## src/rtl/dual_pe_wb_arbiter_pkg.sv

```systemverilog
// Shared types and widths for the dual-PE writeback merge stage.
package dual_pe_wb_arbiter_pkg;

    localparam int XLEN          = 32;
    localparam int RADDR_W       = 5;
    localparam int DEFAULT_DEPTH = 4;

    typedef struct packed {
        logic [RADDR_W-1:0] rd;
        logic [XLEN-1:0]    wdata;
    } wb_entry_t;

    // A writeback is stored only if it really targets a writable register;
    // x0 writes and non-writing results complete the handshake and vanish.
    function automatic logic wb_accept(
        input logic               valid,
        input logic               ready,
        input logic               regwrite,
        input logic [RADDR_W-1:0] rd
    );
        return valid & ready & regwrite & (rd != '0);
    endfunction

endpackage

```

## src/rtl/dual_pe_wb_arbiter_if.sv

```systemverilog
// PE writeback ports and the shared register-file write port of the merge stage.
interface dual_pe_wb_arbiter_if;
    import dual_pe_wb_arbiter_pkg::*;

    logic               pe0_wb_valid;
    logic               pe0_regwrite;
    logic [RADDR_W-1:0] pe0_rd;
    logic [XLEN-1:0]    pe0_wdata;
    logic               pe0_ready;

    logic               pe1_wb_valid;
    logic               pe1_regwrite;
    logic [RADDR_W-1:0] pe1_rd;
    logic [XLEN-1:0]    pe1_wdata;
    logic               pe1_ready;

    logic               rf_we;
    logic [RADDR_W-1:0] rf_addr;
    logic [XLEN-1:0]    rf_wdata;
    logic               rf_src;

    modport master (
        output pe0_wb_valid, pe0_regwrite, pe0_rd, pe0_wdata,
        output pe1_wb_valid, pe1_regwrite, pe1_rd, pe1_wdata,
        input  pe0_ready, pe1_ready,
        input  rf_we, rf_addr, rf_wdata, rf_src
    );

    modport slave (
        input  pe0_wb_valid, pe0_regwrite, pe0_rd, pe0_wdata,
        input  pe1_wb_valid, pe1_regwrite, pe1_rd, pe1_wdata,
        output pe0_ready, pe1_ready,
        output rf_we, rf_addr, rf_wdata, rf_src
    );

endinterface

```

## src/rtl/dual_pe_wb_arbiter_wb_fifo.sv

```systemverilog
// Per-PE writeback FIFO: push/pop with full/empty derived from a registered count.
module wb_fifo
    import dual_pe_wb_arbiter_pkg::*;
#(
    parameter int DEPTH = DEFAULT_DEPTH
) (
    input  logic      clk,
    input  logic      rst_n,
    input  logic      push_i,
    input  wb_entry_t data_i,
    input  logic      pop_i,
    output wb_entry_t data_o,
    output logic      full_o,
    output logic      empty_o
);
    localparam int AW = $clog2(DEPTH);
    localparam int CW = $clog2(DEPTH) + 1;

    wb_entry_t     mem_q [DEPTH];
    logic [AW-1:0] wr_ptr_q, wr_ptr_d;
    logic [AW-1:0] rd_ptr_q, rd_ptr_d;
    logic [CW-1:0] count_q, count_d;
    logic          do_push, do_pop;

    assign full_o  = (count_q == CW'(DEPTH));
    assign empty_o = (count_q == '0);
    assign do_push = push_i & ~full_o;
    assign do_pop  = pop_i & ~empty_o;
    assign data_o  = mem_q[rd_ptr_q];

    // DEPTH is a power of two, so the pointers wrap naturally.
    always_comb begin
        wr_ptr_d = wr_ptr_q;
        rd_ptr_d = rd_ptr_q;
        count_d  = count_q;
        if (do_push) wr_ptr_d = wr_ptr_q + AW'(1);
        if (do_pop)  rd_ptr_d = rd_ptr_q + AW'(1);
        case ({do_push, do_pop})
            2'b10:   count_d = count_q + CW'(1);
            2'b01:   count_d = count_q - CW'(1);
            default: count_d = count_q;
        endcase
    end

    always_ff @(posedge clk or negedge rst_n) begin
        if (!rst_n) begin
            wr_ptr_q <= '0;
            rd_ptr_q <= '0;
            count_q  <= '0;
        end else begin
            wr_ptr_q <= wr_ptr_d;
            rd_ptr_q <= rd_ptr_d;
            count_q  <= count_d;
        end
    end

    always_ff @(posedge clk) begin
        if (do_push) mem_q[wr_ptr_q] <= data_i;
    end

endmodule

```

## src/rtl/dual_pe_wb_arbiter.sv

```systemverilog
// Merges two PE writeback streams into one register-file write port,
// round-robin between the per-PE FIFOs, and counts cycles of contention.
module dual_pe_wb_arbiter
    import dual_pe_wb_arbiter_pkg::*;
#(
    parameter int DEPTH = DEFAULT_DEPTH,
    parameter int CNT_W = 16
) (
    input  logic                 clk,
    input  logic                 rst_n,
    dual_pe_wb_arbiter_if.slave  bus,
    output logic [CNT_W-1:0]     conflict_cnt_o
);
    logic [1:0]         wb_valid, regwrite, ready, empty, push, pop;
    logic [RADDR_W-1:0] rd_in [2];
    wb_entry_t          in_entry [2];
    wb_entry_t          head [2];
    logic               both_pending;

    logic               rr_q, rr_d;
    logic               rf_we_q, rf_we_d;
    logic [RADDR_W-1:0] rf_addr_q, rf_addr_d;
    logic [XLEN-1:0]    rf_wdata_q, rf_wdata_d;
    logic               rf_src_q, rf_src_d;
    logic [CNT_W-1:0]   cnt_q, cnt_d;

    assign wb_valid    = {bus.pe1_wb_valid, bus.pe0_wb_valid};
    assign regwrite    = {bus.pe1_regwrite, bus.pe0_regwrite};
    assign rd_in[0]    = bus.pe0_rd;
    assign rd_in[1]    = bus.pe1_rd;
    assign in_entry[0] = '{rd: bus.pe0_rd, wdata: bus.pe0_wdata};
    assign in_entry[1] = '{rd: bus.pe1_rd, wdata: bus.pe1_wdata};

    assign bus.pe0_ready = ready[0];
    assign bus.pe1_ready = ready[1];

    genvar gi;
    generate
        for (gi = 0; gi < 2; gi++) begin : g_fifo
            logic full;
            assign ready[gi] = ~full;
            assign push[gi]  = wb_accept(wb_valid[gi], ready[gi], regwrite[gi], rd_in[gi]);

            wb_fifo #(.DEPTH(DEPTH)) u_fifo (
                .clk     (clk),
                .rst_n   (rst_n),
                .push_i  (push[gi]),
                .data_i  (in_entry[gi]),
                .pop_i   (pop[gi]),
                .data_o  (head[gi]),
                .full_o  (full),
                .empty_o (empty[gi])
            );
        end
    endgenerate

    // Arbitration looks only at registered FIFO state, so a fresh entry
    // always waits one edge before it can be written.
    always_comb begin
        both_pending = ~empty[0] & ~empty[1];
        pop          = 2'b00;
        rr_d         = rr_q;
        cnt_d        = cnt_q;
        rf_we_d      = 1'b0;
        rf_addr_d    = rf_addr_q;
        rf_wdata_d   = rf_wdata_q;
        rf_src_d     = rf_src_q;

        if (both_pending) begin
            pop[rr_q] = 1'b1;
            rr_d      = ~rr_q;
            if (cnt_q != '1) cnt_d = cnt_q + CNT_W'(1);
        end else if (~empty[0]) begin
            pop[0] = 1'b1;
        end else if (~empty[1]) begin
            pop[1] = 1'b1;
        end

        if (pop[1]) begin
            rf_we_d    = 1'b1;
            rf_addr_d  = head[1].rd;
            rf_wdata_d = head[1].wdata;
            rf_src_d   = 1'b1;
        end else if (pop[0]) begin
            rf_we_d    = 1'b1;
            rf_addr_d  = head[0].rd;
            rf_wdata_d = head[0].wdata;
            rf_src_d   = 1'b0;
        end
    end

    always_ff @(posedge clk or negedge rst_n) begin
        if (!rst_n) begin
            rr_q       <= 1'b0;
            rf_we_q    <= 1'b0;
            rf_addr_q  <= '0;
            rf_wdata_q <= '0;
            rf_src_q   <= 1'b0;
            cnt_q      <= '0;
        end else begin
            rr_q       <= rr_d;
            rf_we_q    <= rf_we_d;
            rf_addr_q  <= rf_addr_d;
            rf_wdata_q <= rf_wdata_d;
            rf_src_q   <= rf_src_d;
            cnt_q      <= cnt_d;
        end
    end

    assign bus.rf_we    = rf_we_q;
    assign bus.rf_addr  = rf_addr_q;
    assign bus.rf_wdata = rf_wdata_q;
    assign bus.rf_src   = rf_src_q;
    assign conflict_cnt_o = cnt_q;

endmodule

```

## src/flat_wrapper.sv

```systemverilog
// flat-port wrapper written by rule: the top's interface ports become plain ports
module dual_pe_wb_arbiter_flat import dual_pe_wb_arbiter_pkg::*;
#(
    parameter int DEPTH = DEFAULT_DEPTH,
    parameter int CNT_W = 16
)
  (clk, rst_n, conflict_cnt_o, bus_pe0_wb_valid, bus_pe0_regwrite, bus_pe0_rd, bus_pe0_wdata, bus_pe1_wb_valid, bus_pe1_regwrite, bus_pe1_rd, bus_pe1_wdata, bus_pe0_ready, bus_pe1_ready, bus_rf_we, bus_rf_addr, bus_rf_wdata, bus_rf_src);
  dual_pe_wb_arbiter_if bus_i ();
  input  logic clk;
  input  logic rst_n;
  output logic [CNT_W-1:0] conflict_cnt_o;
  input wire logic [$bits(bus_i.pe0_wb_valid)-1:0] bus_pe0_wb_valid;
  input wire logic [$bits(bus_i.pe0_regwrite)-1:0] bus_pe0_regwrite;
  input wire logic [$bits(bus_i.pe0_rd)-1:0] bus_pe0_rd;
  input wire logic [$bits(bus_i.pe0_wdata)-1:0] bus_pe0_wdata;
  input wire logic [$bits(bus_i.pe1_wb_valid)-1:0] bus_pe1_wb_valid;
  input wire logic [$bits(bus_i.pe1_regwrite)-1:0] bus_pe1_regwrite;
  input wire logic [$bits(bus_i.pe1_rd)-1:0] bus_pe1_rd;
  input wire logic [$bits(bus_i.pe1_wdata)-1:0] bus_pe1_wdata;
  output wire logic [$bits(bus_i.pe0_ready)-1:0] bus_pe0_ready;
  output wire logic [$bits(bus_i.pe1_ready)-1:0] bus_pe1_ready;
  output wire logic [$bits(bus_i.rf_we)-1:0] bus_rf_we;
  output wire logic [$bits(bus_i.rf_addr)-1:0] bus_rf_addr;
  output wire logic [$bits(bus_i.rf_wdata)-1:0] bus_rf_wdata;
  output wire logic [$bits(bus_i.rf_src)-1:0] bus_rf_src;
  assign bus_i.pe0_wb_valid = bus_pe0_wb_valid;
  assign bus_i.pe0_regwrite = bus_pe0_regwrite;
  assign bus_i.pe0_rd = bus_pe0_rd;
  assign bus_i.pe0_wdata = bus_pe0_wdata;
  assign bus_i.pe1_wb_valid = bus_pe1_wb_valid;
  assign bus_i.pe1_regwrite = bus_pe1_regwrite;
  assign bus_i.pe1_rd = bus_pe1_rd;
  assign bus_i.pe1_wdata = bus_pe1_wdata;
  assign bus_pe0_ready = bus_i.pe0_ready;
  assign bus_pe1_ready = bus_i.pe1_ready;
  assign bus_rf_we = bus_i.rf_we;
  assign bus_rf_addr = bus_i.rf_addr;
  assign bus_rf_wdata = bus_i.rf_wdata;
  assign bus_rf_src = bus_i.rf_src;
  dual_pe_wb_arbiter #(.DEPTH(DEPTH), .CNT_W(CNT_W)) u_core (.clk(clk), .rst_n(rst_n), .bus(bus_i), .conflict_cnt_o(conflict_cnt_o));
endmodule
```

## config.mk

```make
export PLATFORM = sky130hd
export DESIGN_NAME = dual_pe_wb_arbiter_flat
export DESIGN_NICKNAME = d
export VERILOG_FILES = /design/src/rtl/dual_pe_wb_arbiter_pkg.sv /design/src/rtl/dual_pe_wb_arbiter_if.sv /design/src/rtl/dual_pe_wb_arbiter_wb_fifo.sv /design/src/rtl/dual_pe_wb_arbiter.sv /design/src/flat_wrapper.sv
export SDC_FILE = /design/constraint.sdc
export NUM_CORES = 1
export LEC_CHECK = 0
export BUFFER_PORTS_ARGS = -buffer_cell sky130_fd_sc_hd__buf_2
export CELL_PAD_IN_SITES_DETAIL_PLACEMENT = 1
export CELL_PAD_IN_SITES_GLOBAL_PLACEMENT = 1
export CORE_ASPECT_RATIO = 0.75
export CORE_MARGIN = 5
export CORE_UTILIZATION = 35
export DETAILED_ROUTE_END_ITERATION = 10
export GPL_TIMING_DRIVEN = 0
export MAX_ROUTING_LAYER = met4
export PLACE_DENSITY_LB_ADDON = 0.12
export SLEW_MARGIN = 10
export SYNTH_ARGS = -nofsm -noshare
export SYNTH_HDL_FRONTEND = slang
export SYNTH_SLANG_ARGS = --single-unit
```

## constraint.sdc

```tcl
create_clock -name clk -period 2.5 [get_ports clk]
set_input_delay 0.25 -clock clk [delete_from_list [all_inputs] [get_ports clk]]
set_output_delay 0.25 -clock clk [all_outputs]
set_load 0.1 [all_outputs]
```

==> flow_metrics.env <==
export IMPL_wl_per_cell_um=22.9
export IMPL_ant_nets=0
export IMPL_final_wl_um=34700
export IMPL_critPathKind="in -> reg"
export IMPL_yosys_top_cells_area="sky130_fd_sc_hd__edfxtp_1, sky130_fd_sc_hd__dfrtp_1, sky130_fd_sc_hd__mux4_2"
export IMPL_track_usage=0.161
export IMPL_clock_path_buffers=3
export IMPL_syn2layout_area_growth_pct=24.8
export IMPL_initial_core_util=0.356
export IMPL_final_hpwl_dp_um=21700
export IMPL_pin_count=137
export IMPL_setup_tns_ns=0
export IMPL_ys_seq_elements=366
export IMPL_relSlewSlack=0.169
export IMPL_max_cap_viol_count=0
export IMPL_grt_pass1_vias=8451
export IMPL_synth_area_per_cell_um2=19.9
export IMPL_req_time_crit_path_ns=2.93
export IMPL_syn_cell_area_um2=14100
export IMPL_globalplace_congestion=0.734
export IMPL_synth_cell_type_count=31
export IMPL_power_switching_fraction=0.386
export IMPL_power_combinational_fraction=0.387
export IMPL_fraction_of_layout_instances_using_a_drive_strength_above_1=0.315
export IMPL_globalRouteOverflowTotal=0
export IMPL_power_leakage_uw=0.00646
export IMPL_final_design_area_no_fill_um2=17600
export IMPL_row_count=63
export IMPL_worst_path_arrival_ns=2.86
export IMPL_tritoncts="yes"
export IMPL_clock_sink_count=366
export IMPL_finalClockSkew_ns=0.0163
export IMPL_worst_path_max_fanout=5
export IMPL_drc=0
export IMPL_max_slew_worst_pin_slew_ns=1.25
export IMPL_hold_viol=0
export IMPL_die_area_um2=44500
export IMPL_global_route_wire_length_before_repair_um=52400
export IMPL_fp_dieW_um=242
export IMPL_crit_path_end_kind="register"
export IMPL_core_um2=39600
export IMPL_route_detailed_vias_per_inst=4.85
export IMPL_grt_max_degree=40
export IMPL_antenna_violations_before_repair=1
export IMPL_synth_seq_area_share=0.754
export IMPL_first_pass_iters=4
export IMPL_final_hold_slack_ns=0.261
export IMPL_share_of_power_burned_in_the_clock_network=0.250
export IMPL_synthesized_netlist_cell_count=707
export IMPL_power_density_cell_area_nw_per_um2=1290
export IMPL_power_switching_uw=8740
export IMPL_drt_iter0_drc=445
export IMPL_finalNetCount=1059
export IMPL_run_status="finished, final reports clean"
export IMPL_final_max_slew_violation_count=0
export IMPL_timing_fmax_mhz=411
export IMPL_start_kind="input port"
export IMPL_numPortBuffers=136
export IMPL_synthDominantCellAreaShare=0.630
export IMPL_vias=7365
export IMPL_internal_power_of_the_cells_uw=13900
export IMPL_ctsHtreeMaxLevel=2
export IMPL_irDropWorstVdd_uv=847
export IMPL_worst_skew_pair_late_latency_ns=0.52
export IMPL_cts_buffers_inserted=39
export IMPL_seqPwrFrac=0.363
export IMPL_final_util=0.444
export IMPL_power_uw=22700
export IMPL_vertical_extent_of_the_die_um=184
export IMPL_clkSlewWorstSetupHoldPaths_ns=0.06
export IMPL_most_area_hungry_cell_type_in_the_yosys_netlist="sky130_fd_sc_hd__edfxtp_1"
export IMPL_final_fill_count=3786
export IMPL_ctsRootBufferMaster="sky130_fd_sc_hd__clkbuf_16"
export IMPL_synthesis_yosys_warnings=0
export IMPL_final_min_clock_period_ns=2.43
export IMPL_setup_viol=0
export IMPL_hold_path_class="in -> reg"
export IMPL_dpl_instance_area_um2=15500
export IMPL_part_of_the_cycle_the_worst_path_needs=0.973
export IMPL_synth_nets=800
## Yosys cell counts
library cell / instances
sky130_fd_sc_hd__nand2_1: 13
sky130_fd_sc_hd__nand3_1: 4
sky130_fd_sc_hd__buf_1: 2
sky130_fd_sc_hd__a21oi_1: 38
sky130_fd_sc_hd__nor3b_1: 2
sky130_fd_sc_hd__o2111a_1: 2
sky130_fd_sc_hd__buf_2: 9
sky130_fd_sc_hd__edfxtp_1: 296
sky130_fd_sc_hd__buf_4: 8
sky130_fd_sc_hd__ha_1: 11
sky130_fd_sc_hd__or4_1: 2
sky130_fd_sc_hd__and4_1: 1
sky130_fd_sc_hd__xor2_1: 20
sky130_fd_sc_hd__buf_6: 6
sky130_fd_sc_hd__dfrtp_1: 70
sky130_fd_sc_hd__fa_1: 2
sky130_fd_sc_hd__nor4_1: 5
sky130_fd_sc_hd__mux2_2: 3
sky130_fd_sc_hd__or2_4: 1
sky130_fd_sc_hd__o21ai_2: 1
sky130_fd_sc_hd__nor3_1: 8
sky130_fd_sc_hd__and2_1: 9
sky130_fd_sc_hd__nand4_1: 6
sky130_fd_sc_hd__or3_1: 2
sky130_fd_sc_hd__mux4_2: 74
sky130_fd_sc_hd__nor2_1: 42
sky130_fd_sc_hd__xnor2_1: 8
sky130_fd_sc_hd__clkbuf_1: 6
sky130_fd_sc_hd__and3_1: 4
sky130_fd_sc_hd__mux2i_1: 39
sky130_fd_sc_hd__inv_1: 13
## through the flow
step           std cells  worst slack [ns]
6_report            1517            0.0685
2_1_floorplan        707            0.0168
4_1_cts             1510            -0.139
5_1_grt             1517          -0.00596
3_5_place_dp        1364            -0.206
3_3_place_gp        1363            -0.100
## kinds of logic (layout without fill, tap and decap cells)
logic type               after synthesis  in the layout  synth area share
AO/OA/AOI/OAI                         41             41            0.0157
XOR/XNOR                              28             28            0.0174
adder cells (fa/ha/maj)               13             13            0.0126
buffers and inverters                 44            333            0.0178
flip-flops                           366            366             0.754
multiplexers                         116            116             0.148
other                                  0              1                 0
AND/OR/NAND/NOR                       99             99            0.0338
## flip-flops by register name (all words and copies together), names as in the netlist
| name | cells |
|---|---|
| u_core.bus.rf_wdata | 32 |
| u_core.g_fifo.u_fifo.count_q | 6 |
| u_core.g_fifo.u_fifo.mem_q | 296 |
| u_core.bus.rf_we | 1 |
| u_core.rr_q | 1 |
| u_core.conflict_cnt_o | 16 |
| u_core.bus.rf_src | 1 |
| u_core.bus.rf_addr | 5 |
| u_core.g_fifo.u_fifo.rd_ptr_q | 4 |
| u_core.g_fifo.u_fifo.wr_ptr_q | 4 |
## critical path: stages
cell and delay [ns]:
sky130_fd_sc_hd__dlygate4sd3_1 0.64, sky130_fd_sc_hd__or4_1 0.54, sky130_fd_sc_hd__o2111a_2 0.28, sky130_fd_sc_hd__inv_1 0.06, sky130_fd_sc_hd__ha_2 0.18, sky130_fd_sc_hd__inv_1 0.05
sky130_fd_sc_hd__fa_1 0.37, sky130_fd_sc_hd__xor2_1 0.15, sky130_fd_sc_hd__nor2_1 0.15, sky130_fd_sc_hd__xor2_1 0.17
## area by class of cell
| class | instances | area, um2 | area share |
|---|---|---|---|
| multi-input combinational | 297 | 3280 | 0.186 |
| antenna | 1 | 2.50 | 0.000142 |
| clock inverter | 17 | 159 | 0.00903 |
| inverter | 13 | 48.8 | 0.00277 |
| buffer | 31 | 210 | 0.0119 |
| timing repair buffer | 218 | 1510 | 0.0860 |
| tap | 520 | 651 | 0.0370 |
| clock buffer | 54 | 1090 | 0.0622 |
| sequential | 366 | 10600 | 0.605 |
## worst paths after layout
| kind | start | endpoint | slack, ns | depth (start not counted) |
|---|---|---|---|---|
| min reg2reg | u_core.conflict_cnt_o[15] | u_core.conflict_cnt_o[15] | 0.50 | 1 |
| min in group asynchronous | rst_n | u_core.bus.rf_we | 0.29 | 2 |
| min | bus_pe1_regwrite | u_core.g_fifo[1].u_fifo.wr_ptr_q[0] | 0.26 | 4 |
| max in group asynchronous | rst_n | u_core.bus.rf_wdata[18] | 1.58 | 3 |
| max | bus_pe1_rd[0] | u_core.g_fifo[1].u_fifo.count_q[2] | 0.07 | 10 |
| max reg2reg | u_core.g_fifo[0].u_fifo.count_q[0] | u_core.g_fifo[1].u_fifo.count_q[2] | 0.12 | 10 |
## placed cells by master, fill, tap and decap left out, types with 3 or more instances in the layout
master	count
sky130_fd_sc_hd__nand2_1	13
sky130_fd_sc_hd__nor4_1	5
sky130_fd_sc_hd__buf_4	14
sky130_fd_sc_hd__buf_6	6
sky130_fd_sc_hd__a21oi_1	37
sky130_fd_sc_hd__mux2_2	3
sky130_fd_sc_hd__clkinv_1	7
sky130_fd_sc_hd__bufinv_16	3
sky130_fd_sc_hd__dlygate4sd3_1	75
sky130_fd_sc_hd__mux4_2	74
sky130_fd_sc_hd__nor2_1	42
sky130_fd_sc_hd__nand4_1	6
sky130_fd_sc_hd__dfrtp_1	69
sky130_fd_sc_hd__xor2_1	20
sky130_fd_sc_hd__and3_1	4
sky130_fd_sc_hd__clkinvlp_4	3
sky130_fd_sc_hd__inv_1	13
sky130_fd_sc_hd__xnor2_1	8
sky130_fd_sc_hd__edfxtp_1	296
sky130_fd_sc_hd__and2_4	4
sky130_fd_sc_hd__buf_2	143
sky130_fd_sc_hd__nor3_1	7
sky130_fd_sc_hd__clkinv_2	4
sky130_fd_sc_hd__clkbuf_16	41
sky130_fd_sc_hd__and2_2	4
sky130_fd_sc_hd__mux2i_1	39
sky130_fd_sc_hd__ha_1	10
sky130_fd_sc_hd__clkbuf_1	17
## power by group through the flow
stage / combinational (uW) / sequential, uW / clock, uW
after floorplan: 3930 / 10900 / 0
after global placement: 8500 / 8260 / 0
after detailed placement: 8670 / 8350 / 0
after CTS: 8820 / 8230 / 5820
after global routing: 9350 / 8330 / 6100
final: 8780 / 8220 / 5660
## routing by layer
metal | routed length (um) | GRT usage | up-vias
met3 | 1130 | 0.0288 | 32
met5 | 0 | - | -
li1 | - | - | 3312
met2 | 17600 | 0.272 | 130
met4 | 302 | 0.0313 | 0
met1 | 15600 | 0.208 | 3891
## repair_timing
action | 4_1_cts | 5_1_grt
pin swaps | 0 | 5
hold buffers | 75 | 0
gates resized for setup | 5 | 7
endpoints found under the hold margin | 334 | 0
gates cloned | 0 | 0
setup buffers | 0 | 6
setup endpoints to repair | 151 | 6
Power figures use the tool's default switching activity.
